## src/rtl/tile_plot_scheduler.sv

```systemverilog
// tile_plot_scheduler: single owner of the VGA adapter write port for tile moves and screen clear.
// Ports:
//   clock, reset              rising-edge clock, synchronous active-high reset
//   req[3:0]                  per-channel move request, held until ack
//   old_x/old_y, new_x/new_y  packed per-channel coordinates (8-bit X, 7-bit Y)
//   clear_req                 full-screen black clear request, held until clear_done
//   ack[3:0], clear_done      one-cycle completion pulses
//   busy                      high whenever the scheduler is not idle
//   RX, RY, colour, plot      registered pixel write to the VGA adapter
// Optional macro CLIP_EN: suppresses plot for pixels outside SCR_W x SCR_H.
module tile_plot_scheduler #(
    parameter int         TILE_W      = 40,
    parameter int         TILE_H      = 15,
    parameter logic [1:0] TILE_COLOUR = 2'b11,
    parameter int         SCR_W       = 160,
    parameter int         SCR_H       = 120
) (
    input  logic        clock,
    input  logic        reset,
    input  logic [3:0]  req,
    input  logic [31:0] old_x,
    input  logic [27:0] old_y,
    input  logic [31:0] new_x,
    input  logic [27:0] new_y,
    input  logic        clear_req,
    output logic [3:0]  ack,
    output logic        clear_done,
    output logic        busy,
    output logic [7:0]  RX,
    output logic [6:0]  RY,
    output logic [1:0]  colour,
    output logic        plot
);
    typedef enum logic [2:0] {IDLE, CLEAR, ERASE, DRAW, ACK, CDONE} state_t;
`ifdef CLIP_EN
    localparam bit CLIP = 1'b1;
`else
    localparam bit CLIP = 1'b0;
`endif
    localparam logic [7:0] TW1 = 8'(TILE_W - 1);
    localparam logic [6:0] TH1 = 7'(TILE_H - 1);
    localparam logic [7:0] SW1 = 8'(SCR_W - 1);
    localparam logic [6:0] SH1 = 7'(SCR_H - 1);

    state_t     r_state, w_next;
    logic [1:0] r_ptr, r_g, w_g;
    logic       w_any;
    logic [7:0] r_ox, r_nx, r_cx, w_cx, w_bx, w_lim_x;
    logic [6:0] r_oy, r_ny, r_cy, w_cy, w_by, w_lim_y;
    logic [8:0] w_sx;
    logic [7:0] w_sy;
    logic       w_lx, w_ly, w_pix, w_vis, w_last;

    always_comb begin
        w_g   = r_ptr;
        w_any = 1'b0;
        // descending scan so the closest set bit at or after r_ptr wins
        for (int i = 3; i >= 0; i--) begin
            if (req[r_ptr + 2'(i)]) begin
                w_g   = r_ptr + 2'(i);
                w_any = 1'b1;
            end
        end
        w_bx    = (r_state == DRAW) ? r_nx : (r_state == ERASE) ? r_ox : 8'd0;
        w_by    = (r_state == DRAW) ? r_ny : (r_state == ERASE) ? r_oy : 7'd0;
        w_lim_x = (r_state == CLEAR) ? SW1 : TW1;
        w_lim_y = (r_state == CLEAR) ? SH1 : TH1;
        w_sx    = {1'b0, w_bx} + {1'b0, r_cx};
        w_sy    = {1'b0, w_by} + {1'b0, r_cy};
        w_lx    = (r_cx == w_lim_x);
        w_ly    = (r_cy == w_lim_y);
        w_last  = w_lx && w_ly;
        w_pix   = (r_state == CLEAR) || (r_state == ERASE) || (r_state == DRAW);
        w_vis   = !CLIP || ((w_sx < 9'(SCR_W)) && (w_sy < 8'(SCR_H)));
        w_cx    = (w_pix && !w_lx) ? r_cx + 8'd1 : 8'd0;
        w_cy    = !w_pix ? 7'd0 : !w_lx ? r_cy : w_ly ? 7'd0 : r_cy + 7'd1;
        w_next  = r_state;
        case (r_state)
            IDLE:    w_next = clear_req ? CLEAR : w_any ? ERASE : IDLE;
            CLEAR:   w_next = w_last ? CDONE : CLEAR;
            ERASE:   w_next = w_last ? DRAW : ERASE;
            DRAW:    w_next = w_last ? ACK : DRAW;
            default: w_next = IDLE;
        endcase
    end

    always_ff @(posedge clock) begin
        if (reset) begin
            r_state    <= IDLE;
            r_ptr      <= 2'd0;
            r_g        <= 2'd0;
            r_cx       <= 8'd0;
            r_cy       <= 7'd0;
            r_ox       <= 8'd0;
            r_oy       <= 7'd0;
            r_nx       <= 8'd0;
            r_ny       <= 7'd0;
            RX         <= 8'd0;
            RY         <= 7'd0;
            colour     <= 2'b00;
            plot       <= 1'b0;
            ack        <= 4'd0;
            clear_done <= 1'b0;
            busy       <= 1'b0;
        end else begin
            r_state <= w_next;
            r_cx    <= w_cx;
            r_cy    <= w_cy;
            if (r_state == IDLE && !clear_req && w_any) begin
                r_g  <= w_g;
                r_ox <= old_x[8*w_g +: 8];
                r_oy <= old_y[7*w_g +: 7];
                r_nx <= new_x[8*w_g +: 8];
                r_ny <= new_y[7*w_g +: 7];
            end
            if (r_state == ACK) r_ptr <= r_g + 2'd1;
            RX         <= w_sx[7:0];
            RY         <= w_sy[6:0];
            colour     <= (r_state == DRAW) ? TILE_COLOUR : 2'b00;
            plot       <= w_pix && w_vis;
            ack        <= (r_state == ACK) ? 4'b0001 << r_g : 4'd0;
            clear_done <= (r_state == CDONE);
            busy       <= (w_next != IDLE);
        end
    end
endmodule
```

## config.mk

```make
export PLATFORM = sky130hd
export DESIGN_NAME = tile_plot_scheduler
export DESIGN_NICKNAME = d
export VERILOG_FILES = /design/src/rtl/tile_plot_scheduler.sv
export SDC_FILE = /design/constraint.sdc
export NUM_CORES = 1
export LEC_CHECK = 0
export CORE_AREA = 3 3 110 112
export CTS_CLUSTER_DIAMETER = 40
export DETAILED_ROUTE_END_ITERATION = 16
export DIE_AREA = 0 0 113 115
export GPL_TIMING_DRIVEN = 0
export PLACE_DENSITY = 0.68
export SLEW_MARGIN = 20
export SYNTH_ARGS = -nofsm -noshare
export SYNTH_HDL_FRONTEND = slang
export SYNTH_SLANG_ARGS = --single-unit
```

## constraint.sdc

```tcl
create_clock -name clock -period 3.3 [get_ports clock]
set_clock_uncertainty 0.15 [all_clocks]
set_input_delay 0.825 -clock clock [delete_from_list [all_inputs] [get_ports clock]]
set_output_delay 0.825 -clock clock [all_outputs]
set_load 0.01 [all_outputs]
```

* Yosys cells after proc, flatten, opt, wreduce, memory -nomap -nowiden
Cells that the tools add are included.
W data, S select, Z words.
** Operators by class
- $add $sub $neg :: 8
- $mul :: 1
- Order comparisons :: 4
- Eq/ne operators :: 7
- Shift-type cells :: 5
- Multiplexer cells :: 30
- Bitwise logic cells :: 3
- Reductions and logical operators :: 13
** Operators with widths (number)
- $shiftx A32 B6 Y8 :: 2
- $shiftx A28 B6 Y7 :: 2
- $mux W7 :: 4
- $mux W8 :: 3
- $mux W2 :: 7
- $lt A2 B3 Y1 const B :: 4
- $pmux W3 S4 :: 1
- $mux W1 :: 9
- $add A8 B1 Y8 const B :: 1
- $add A8 B8 Y8 :: 1
- $bmux W1 S2 :: 4
- $eq A8 B8 Y1 :: 1
- $add A7 B1 Y7 const B :: 1
- $add A7 B7 Y7 :: 1
- $eq A7 B7 Y1 :: 1
- $eq A3 B2 Y1 const B :: 2
- $eq A3 B3 Y1 const B :: 2
- $mux W3 :: 2
- $reduce_or A2 Y1 :: 3
- $mul A3 B2 Y5 const A :: 1
- $add A2 B1 Y2 const B :: 2
- $add A2 B2 Y2 const B :: 2
- $logic_and A1 B1 Y1 :: 4
- $shl A1 B2 Y4 const A :: 1
- 6 further kinds :: 10
** Word-level totals
- Flip-flop bits (word level) :: 76
- Input port bits :: 127
- Output and inout bits :: 24

* Logic depth before layout (Yosys ltp)
Gate-level depths: netlist of run 1.
- Depth in word-level cells :: 11
- Gate-level depth with buffers :: 13
- Mapped depth without buffers :: 10

* Worst setup path after synthesis of run 1
OpenSTA, ideal clock, no wires.
- Kind :: register to register
- Start point :: reg r_state[0]
- End point :: reg RY[6]
- Library setup time :: 0.071 ns
- Arrival :: 2.752 ns
- Data required time :: 3.079 ns
- Setup slack :: 0.328 ns
- Cell stages (with the launch flop) :: 14
- Path buffers :: 3
- Cell sequence :: dfxtp_1 > buf_4 > clkbuf_1 > clkbuf_1 > mux2i_1 > nor2_1 > ha_1 > inv_1 > fa_1 > nor2b_1 > o31a_1 > o21a_1 > or3_1 > a21oi_1
** Between the ends
- Longest elaborated chain between the ends :: 4
** RTL lines
- start: declaration :: RTL line 45 : state_t r_state, w_next;
- start signal: assignment :: RTL line 106 : r_state <= w_next;
- $eq A3 B2 Y1 :: RTL line 65 : w_by = (r_state == DRAW) ? r_ny : (r_state == ERASE) ? r_oy : 7'd0;
- $mux W7 :: RTL line 65
- $mux W7 * :: RTL line 65
- $add A7 B7 Y7 * :: RTL line 69 : w_sy = {1'b0, w_by} + {1'b0, r_cy};
- end signal: assignment :: RTL line 118 : RY <= w_sy[6:0];
- end: declaration :: RTL line 30 : output logic [6:0] RY,
Every way passes the cells marked *; elsewhere a longest branch is shown, timed or not.
A chain may end at the register's enable or synchronous reset.

* Worst setup path in the final report of run 1
- Start point :: in req[2]
- End point :: reg r_ox[5]
** Between the ends
- Longest elaborated chain between the ends :: 7
** RTL lines
- start: declaration :: RTL line 20 : input logic [3:0] req,
- $bmux W1 S2 :: RTL line 59 : if (req[r_ptr + 2'(i)]) begin
- $mux W1 (implied by the code) :: RTL line 59
- $mux W2 / $mux W1 (equally long branches) (4 in series) :: RTL line 59
- $shiftx A32 B6 Y8 / $logic_and A1 B1 Y1 (equally long branches) :: RTL line 111, 109
- end signal: assignment :: RTL line 111 : r_ox <= old_x[8*w_g +: 8];
- end: declaration :: RTL line 48 : logic [7:0] r_ox, r_nx, r_cx, w_cx, w_bx, w_lim_x;
Several ways; a longest one is shown, not always the timed one. The select of a mux whose other input is x is not followed.

==> summary.md, run 1 <==
| Metric | Value |
|---|---|
| Antenna violations before repair | 0 |
| Endpoint type of the worst setup path | flip-flop |
| Ys Warns | 0 |
| Slew at the pin closest to its max-slew limit | 792 ps |
| Placed inst area | 6100 µm² |
| Data required time at the worst endpoint | 3330 ps |
| Share of final-layout standard cells stronger than drive strength 1 | 0.0953 |
| Cell count after placement | 768 |
| Power Dens Cells | 405 nW/µm² |
| 1st-pass router iterations | 4 |
| PortBufs | 150 |
| Number of nets with antenna violations after detailed routing | 0 |
| Maximum Capacitance Violations | 0 |
| Detailed-route vias per instance | 5.15 |
| Clock latency on the worst-skew pair | roughly 330 ps |
| Number of top-level design ports | 151 |
| Final Cell Area | 6440 µm² |
| Total inserted antenna cells | 0 |
| Post-detailed-route wirelength per cell | roughly 16 µm |
| Kind of start point of the critical path | input port |
| Multi-input gate area in the final layout | 2740 µm² |
| Fraction of the yosys area taken by sequential cells | 0.339 |
| Final routed wirelength across all metal layers | 12.2 mm |
| Maximum number of buffers from clock root to sink | 2 |
| Starting Density | 0.391 |
| RSZ-0062 raised after global routing | no |
| Number of flops mapped to enable cells by yosys | 0 |
| Most common library cell in the layout ignoring fill and taps | clkdlybuf4s50_1 |
| Worst IR Drop VDD | 211 µV |
| Share of the clock period used by the worst path after layout | 0.930 |
| Synthesized netlist net count | 619 |
| Final-report max-slew violation count | 0 |
| Die X-Extent | 113 µm |
| Wire length of the first global-routing pass | 20.2 mm |
| Async set or reset register ratio after synthesis | 0 |
| DRC violations left | 0 |
| Total count of hold-check failures in the final report | 0 |
| Aggregate global routing overflow | 0 |
| Critical Path Fanout Max | 10 |
| Min-Delay Path Class | flip-flop to flip-flop |
| Num CTS Buffers | 9 |
| Worst rel slew slack | 0.472 |
| Cell-by-cell trace of the critical path | clkdlybuf4s50_1, nor2b_1, o21ai_0, o211a_1, buf_2, clkbuf_1, mux2i_1, o221ai_2 |
| Pin count of the biggest net entering global routing | 18 |
| Post-synth cell types | 55 |
| Final critical path time including I/O delays and setup | approximately 3100 ps |
| Non-filler instance count after layout | 783 |
| Standard cell core area | 11,300 µm² |
| Final setup violating endpoints | 0 |
| Filler instances | 1,052 |
| Via count of the first global-routing pass | 4,214 |
| Global-route usage over all layers | 0.192 |
| Worst-case hold slack | 317 ps |
| Number of levels in the clock H-tree | 3 |
| Max stage delay on crit path | just under 600 ps |
| Placer Congestion | 0.844 |
| Number of synthesized register bits | 75 |
| Most common flop cell mapped by yosys | dfxtp_1 |
| Floorplan row count | 39 |
| Total number of vias | slightly above 4k |
| DIE HEIGHT | 115 µm |
| Sum of net half-perimeters after detailed placement | 9.83 mm |
| Setup Crit Path Kind | input port to flip-flop |
| Slowest library cell on the worst path | clkbuf_1 |
| Critical Path AT | 3100 ps |
| Clock transition at the register clock pins on the worst setup and hold paths after CTS | 60 ps |
| Static leakage | 2.40 nW |
| Area growth from synthesis to layout | 45.7% |
| Maximum clock frequency | ~330 MHz |
| Area taken by flip-flops and latches | 1500 µm² |
| Root buffer cell | clkbuf_16 |
| Mapped Avg Cell Area | ~9.3 µm² |
| Number of design-rule violations left by the first detailed-router iteration | 194 |
| Gate count of the mapped netlist | 475 |
| Clock tree from TritonCTS | built |
| Clock sink count | 75 |
| Most frequent cells in the layout | 150 x clkdlybuf4s50_1, 76 x mux2i_1, 75 x dfxtp_1 |
| Outcome | completed |
| Post-layout net count | 779 |
| Area of the mapped netlist | 4420 µm² |
| Area enclosed by the die boundary | 13,000 µm² |
kinds of logic after synthesis:
kind of cell,count (synthesis),share of synthesized area
DFF,75,0.339
AOI/OAI and AO/OA,82,0.174
xor gates and xnor gates,12,0.0238
buffers and inverters,37,0.0404
muxes,78,0.177
and+or+nand+nor,174,0.193
adders and majority gates,17,0.0515
worst max-delay path: cells and delay by family:
kind	cells	cell delay, ps
AOI/OAI and AO/OA	3	450
muxes	1	420
buffers and inverters	3	1220
and+or+nand+nor	1	180
repair_timing:
action,4_1_cts,5_1_grt
setup buffers,0,0
hold buffers,0,0
resized for setup,1,0
setup endpoints to repair,6,0
per-stage QoR:
stage	worst slack [ps]	util	setup TNS, ps	power, W
2_1_floorplan	328	-	0	0.00127
3_3_place_gp	-280	0.539	-847	0.00151
3_5_place_dp	-393	0.539	-2230	0.00151
4_1_cts	229	0.569	0	0.00263
5_1_grt	56.8	0.569	0	0.00273
6_report	232	0.569	0	0.00261
registers in the layout, summed over array words and instances (netlist names):
name        cells
RX              8
RY              7
ack             4
busy            1
clear_done      1
colour          1
plot            1
r_cx            8
r_cy            7
r_g             2
r_nx            8
r_ny            7
r_ox            8
r_oy            7
r_ptr           2
r_state         3
where the power goes:
| part | switching, W | leakage [nW] | internal (W) |
|---|---|---|---|
| sequential | 0.0000261 | 0.610 | 0.000956 |
| clock | 0.000363 | 0.169 | 0.000757 |
| combinational | 0.000222 | 1.63 | 0.000285 |
| total | 0.000612 | 2.40 | 0.00200 |
final timing paths:
| path | start | end | slack [ps] | cells after the start |
|---|---|---|---|---|
| hold reg to reg | r_oy[0]$_SDFFE_PP0P_ | r_oy[0]$_SDFFE_PP0P_ | 320 | 2 |
| setup / recovery | req[2] | r_ox[5]$_SDFFE_PP0P_ | 230 | 8 |
| hold / removal | r_oy[0]$_SDFFE_PP0P_ | r_oy[0]$_SDFFE_PP0P_ | 320 | 2 |
| setup reg to reg | r_state[2]$_SDFF_PP0_ | RY[6]$_SDFF_PP0_ | 320 | 11 |
cell type report:
| type | instances | share of cell area |
|---|---|---|
| multi-input cells | 363 | 0.426 |
| clock inverters | 5 | 0.0155 |
| well taps | 143 | 0.0278 |
| repair buffers | 150 | 0.233 |
| inverters | 9 | 0.00524 |
| flip-flops and latches | 75 | 0.233 |
| clock buffers | 11 | 0.0377 |
| plain buffers | 27 | 0.0221 |
synthesized netlist by cell type, drive strengths merged, types with 3 or more instances:
library cell	instances	area [µm²]
dfxtp	75	1500
o21ai	15	75.1
nor4b	3	26.3
nor2b	9	56.3
nor3b	4	41.3
nor2	51	191
nand3	10	50.1
xor2	4	35.0
a21oi	15	75.1
inv	9	33.8
and3	3	18.8
o21a	3	22.5
o221ai	30	450
and2	4	25.0
clkbuf	11	41.3
nor3	10	55.1
xnor2	8	70.1
ha	15	188
a211oi	3	22.5
nor4	5	31.3
a21o	3	22.5
or3	8	50.1
mux2i	76	761
buf	17	104
nand2	53	199
routing by layer:
layer	vias up	part of all wire	global-route usage
met5	-	0	0
met3	14	0.049	0.0395
met4	0	0.015	0.0497
li1	2048	-	-
met1	1849	0.44	0.235
met2	121	0.50	0.344
Note: power is estimated with default switching activity, not from simulation.
==> run 2: changes to the inputs <==
- CAP_MARGIN: not set -> 20
- clock period: 3.3 -> 3.2 ns (I/O delays scaled with it)
==> run 2 against run 1 <==
Compared with the run above: highest routed layer unchanged; critical path depth unchanged; final cell count fell by 0.13%; setup slack got worse by 5.2 ps.
==> summary.md, run 2 (synthesized netlist as in run 1, its figures left out) <==
| Metric | Value |
|---|---|
| Post-layout net count | 778 (was 779) |
| Via count of the first global-routing pass | 4,214 (unchanged) |
| Area enclosed by the die boundary | 13,000 µm² (unchanged) |
| Detailed-route vias per instance | 5.16 (was 5.15) |
| Reg2Reg Launch Point | r_state[2]$_SDFF_PP0_ (unchanged) |
| Post-detailed-route wirelength per cell | 15.4 µm (was 15.6 µm) |
| Num CTS Buffers | 9 (unchanged) |
| Sum of net half-perimeters after detailed placement | 9.83 mm (unchanged) |
| Max stage delay on crit path | 590 ps (was 580 ps) |
| Start point of the worst min-delay path | r_oy[0]$_SDFFE_PP0P_ (unchanged) |
| Share of the clock period used by the worst path after layout | 0.929 |
| Clock tree from TritonCTS | built (unchanged) |
| Wire length of the first global-routing pass | 20.2 mm (unchanged) |
| Reg2reg path depth | 11 (unchanged) |
| Kind of start point of the critical path | input port (unchanged) |
| Final critical path time including I/O delays and setup | 2970 ps |
| Aggregate global routing overflow | 0 (unchanged) |
| Number of levels in the clock H-tree | 3 (unchanged) |
| Overall Power | 0.00269 W (was 0.00261 W) |
| Data required time at the worst endpoint | 3230 ps (was 3330 ps) |
| Endpoint type of the worst setup path | flip-flop (unchanged) |
| Cell-by-cell trace of the critical path | clkdlybuf4s50_1, nor2b_1, o21ai_0, o211a_1, buf_2, buf_1, mux2i_1, o221ai_2 (was clkdlybuf4s50_1, nor2b_1, o21ai_0, o211a_1, buf_2, clkbuf_1, mux2i_1, o221ai_2) |
| Maximum number of buffers from clock root to sink | 2 (unchanged) |
| Share of final-layout standard cells stronger than drive strength 1 | 0.0986 (was 0.0953) |
| Final-report max-slew violation count | 0 (unchanged) |
| Pin count of the biggest net entering global routing | 18 (unchanged) |
| Clock sink count | 75 (unchanged) |
| Total number of vias | 4,032 (unchanged) |
| Number of top-level design ports | 151 (unchanged) |
| Clock transition at the register clock pins on the worst setup and hold paths after CTS | 60 ps (about the same) |
| Total inserted antenna cells | 0 (unchanged) |
| Final setup violating endpoints | 0 (unchanged) |
| Slew at the pin closest to its max-slew limit | 801 ps (was 792 ps) |
| Most common library cell in the layout ignoring fill and taps | clkdlybuf4s50_1 (unchanged) |
| DRC violations left | 0 (unchanged) |
| Hold endpoint | r_oy[0]$_SDFFE_PP0P_ (unchanged) |
| Global-route usage over all layers | 0.192 (unchanged) |
| Worst IR Drop VDD | 217 µV (was 211 µV) |
| Area growth from synthesis to layout | 45.6% (was 45.7%) |
| Slack of the worst reg-to-reg path | 350 ps (was 320 ps) |
| Power Dens Cells | 417 nW/µm² (was 405 nW/µm²) |
| Total count of hold-check failures in the final report | 0 (unchanged) |
| Placer Congestion | 0.844 (unchanged) |
| RSZ-0062 raised after global routing | no (unchanged) |
| Worst rel slew slack | 0.466 (was 0.472) |
| Static leakage | 2.41 nW (was 2.40 nW) |
| Starting Density | 0.391 (unchanged) |
| Standard cell core area | 11,300 µm² (unchanged) |
| PortBufs | 150 (unchanged) |
| Antenna violations before repair | 0 (unchanged) |
| Final routed wirelength across all metal layers | 12.1 mm (was 12.2 mm) |
| Capture instance of the worst register-to-register path | RX[6]$_SDFF_PP0_ (was RY[6]$_SDFF_PP0_) |
| Maximum clock frequency | 336 MHz |
| Clock latency on the worst-skew pair | 320 ps (was 330 ps) |
| Critical Path Fanout Max | 10 (unchanged) |
| Die X-Extent | 113 µm (unchanged) |
| Most frequent cells in the layout | 150 x clkdlybuf4s50_1, 76 x mux2i_1, 75 x dfxtp_1 (unchanged) |
| DIE HEIGHT | 115 µm (unchanged) |
| Outcome | completed (unchanged) |
| Number of design-rule violations left by the first detailed-router iteration | 208 (was 194) |
| Setup Buffers After CTS | 0 (unchanged) |
| Critical Path AT | 3000 ps (was 3100 ps) |
| Min-Delay Path Class | flip-flop to flip-flop (unchanged) |
| Min-Delay Path Depth | 2 (unchanged) |
| Floorplan row count | 39 (unchanged) |
| 1st-pass router iterations | 4 (unchanged) |
| Setup Crit Path Kind | input port to flip-flop (unchanged) |
| Root buffer cell | clkbuf_16 (unchanged) |
| Slowest library cell on the worst path | buf_1 (was clkbuf_1) |
| Total Neg Setup Slack | 0 ps (unchanged) |
| Number of nets with antenna violations after detailed routing | 0 (unchanged) |
| Maximum Capacitance Violations | 0 (unchanged) |
## run 2: cell types whose count changed in the layout (fill, tap and decap cells not counted), sizes merged
cell / delta
buf: -2
clkbuf: +1
## run 2: worst max-delay path by stage
stage	to	startpoint	depth (start not counted)	slack, ps
after detailed placement	RX[6]$_SDFF_PP0_	r_state[0]$_SDFF_PP0_	13	-490
after global routing	r_nx[6]$_SDFFE_PP0P_	req[2]	8	10
final	r_oy[0]$_SDFFE_PP0P_	req[2]	8	230
after floorplan	RY[6]$_SDFF_PP0_	r_state[0]$_SDFF_PP0_	13	230
after global placement	RX[6]$_SDFF_PP0_	r_state[0]$_SDFF_PP0_	13	-380
after CTS	r_ox[5]$_SDFFE_PP0P_	req[2]	8	150
## run 2: timing repair
item	4_1_cts	5_1_grt
setup endpoints to repair	6	3
hold buffers	0	0
resized for setup	1	4
## run 2: area by class of cell
| type | instances | area (µm²) |
|---|---|---|
| Buffer | 26 | 141 |
| Clock buffer | 11 | 243 |
| Clock inverter | 5 | 100 |
| Fill cell | 1052 | 4880 |
| Inverter | 9 | 33.8 |
| Multi-Input combinational cell | 363 | 2740 |
| Sequential cell | 75 | 1500 |
| Tap cell | 143 | 179 |
| Timing Repair Buffer | 150 | 1500 |
## run 2: per-stage QoR
step           worst slack [ps]  utilization  std cells  instance area [µm²]  hold slack [ps]
2_1_floorplan               228            -        475                 4420              280
3_3_place_gp               -380        0.539        768                 6100              296
3_5_place_dp               -493        0.539        768                 6100              297
4_1_cts                     154        0.569        783                 6440              319
5_1_grt                    14.3        0.569        782                 6440              338
6_report                    227        0.569        782                 6440              317
## run 2: where the power goes
part,internal (W),switching (W)
clock,0.000780,0.000372
sequential,0.000986,0.0000270
combinational,0.000294,0.000226
total,0.00206,0.000625
## run 2: metal layers
metal  routed length [µm]  share of wire  track usage
met1                 5200           0.43        0.235
met4                  158          0.013       0.0497
met3                  634          0.052       0.0395
met5                    0              0            0
met2                 6080           0.50        0.344
## run 2: critical path: cells and delay by family
kind | cells | cell delay (ps)
buffers and inverters | 3 | 1240
AO/OA/AOI/OAI | 3 | 430
multiplexers | 1 | 350
AND/OR/NAND/NOR | 1 | 180
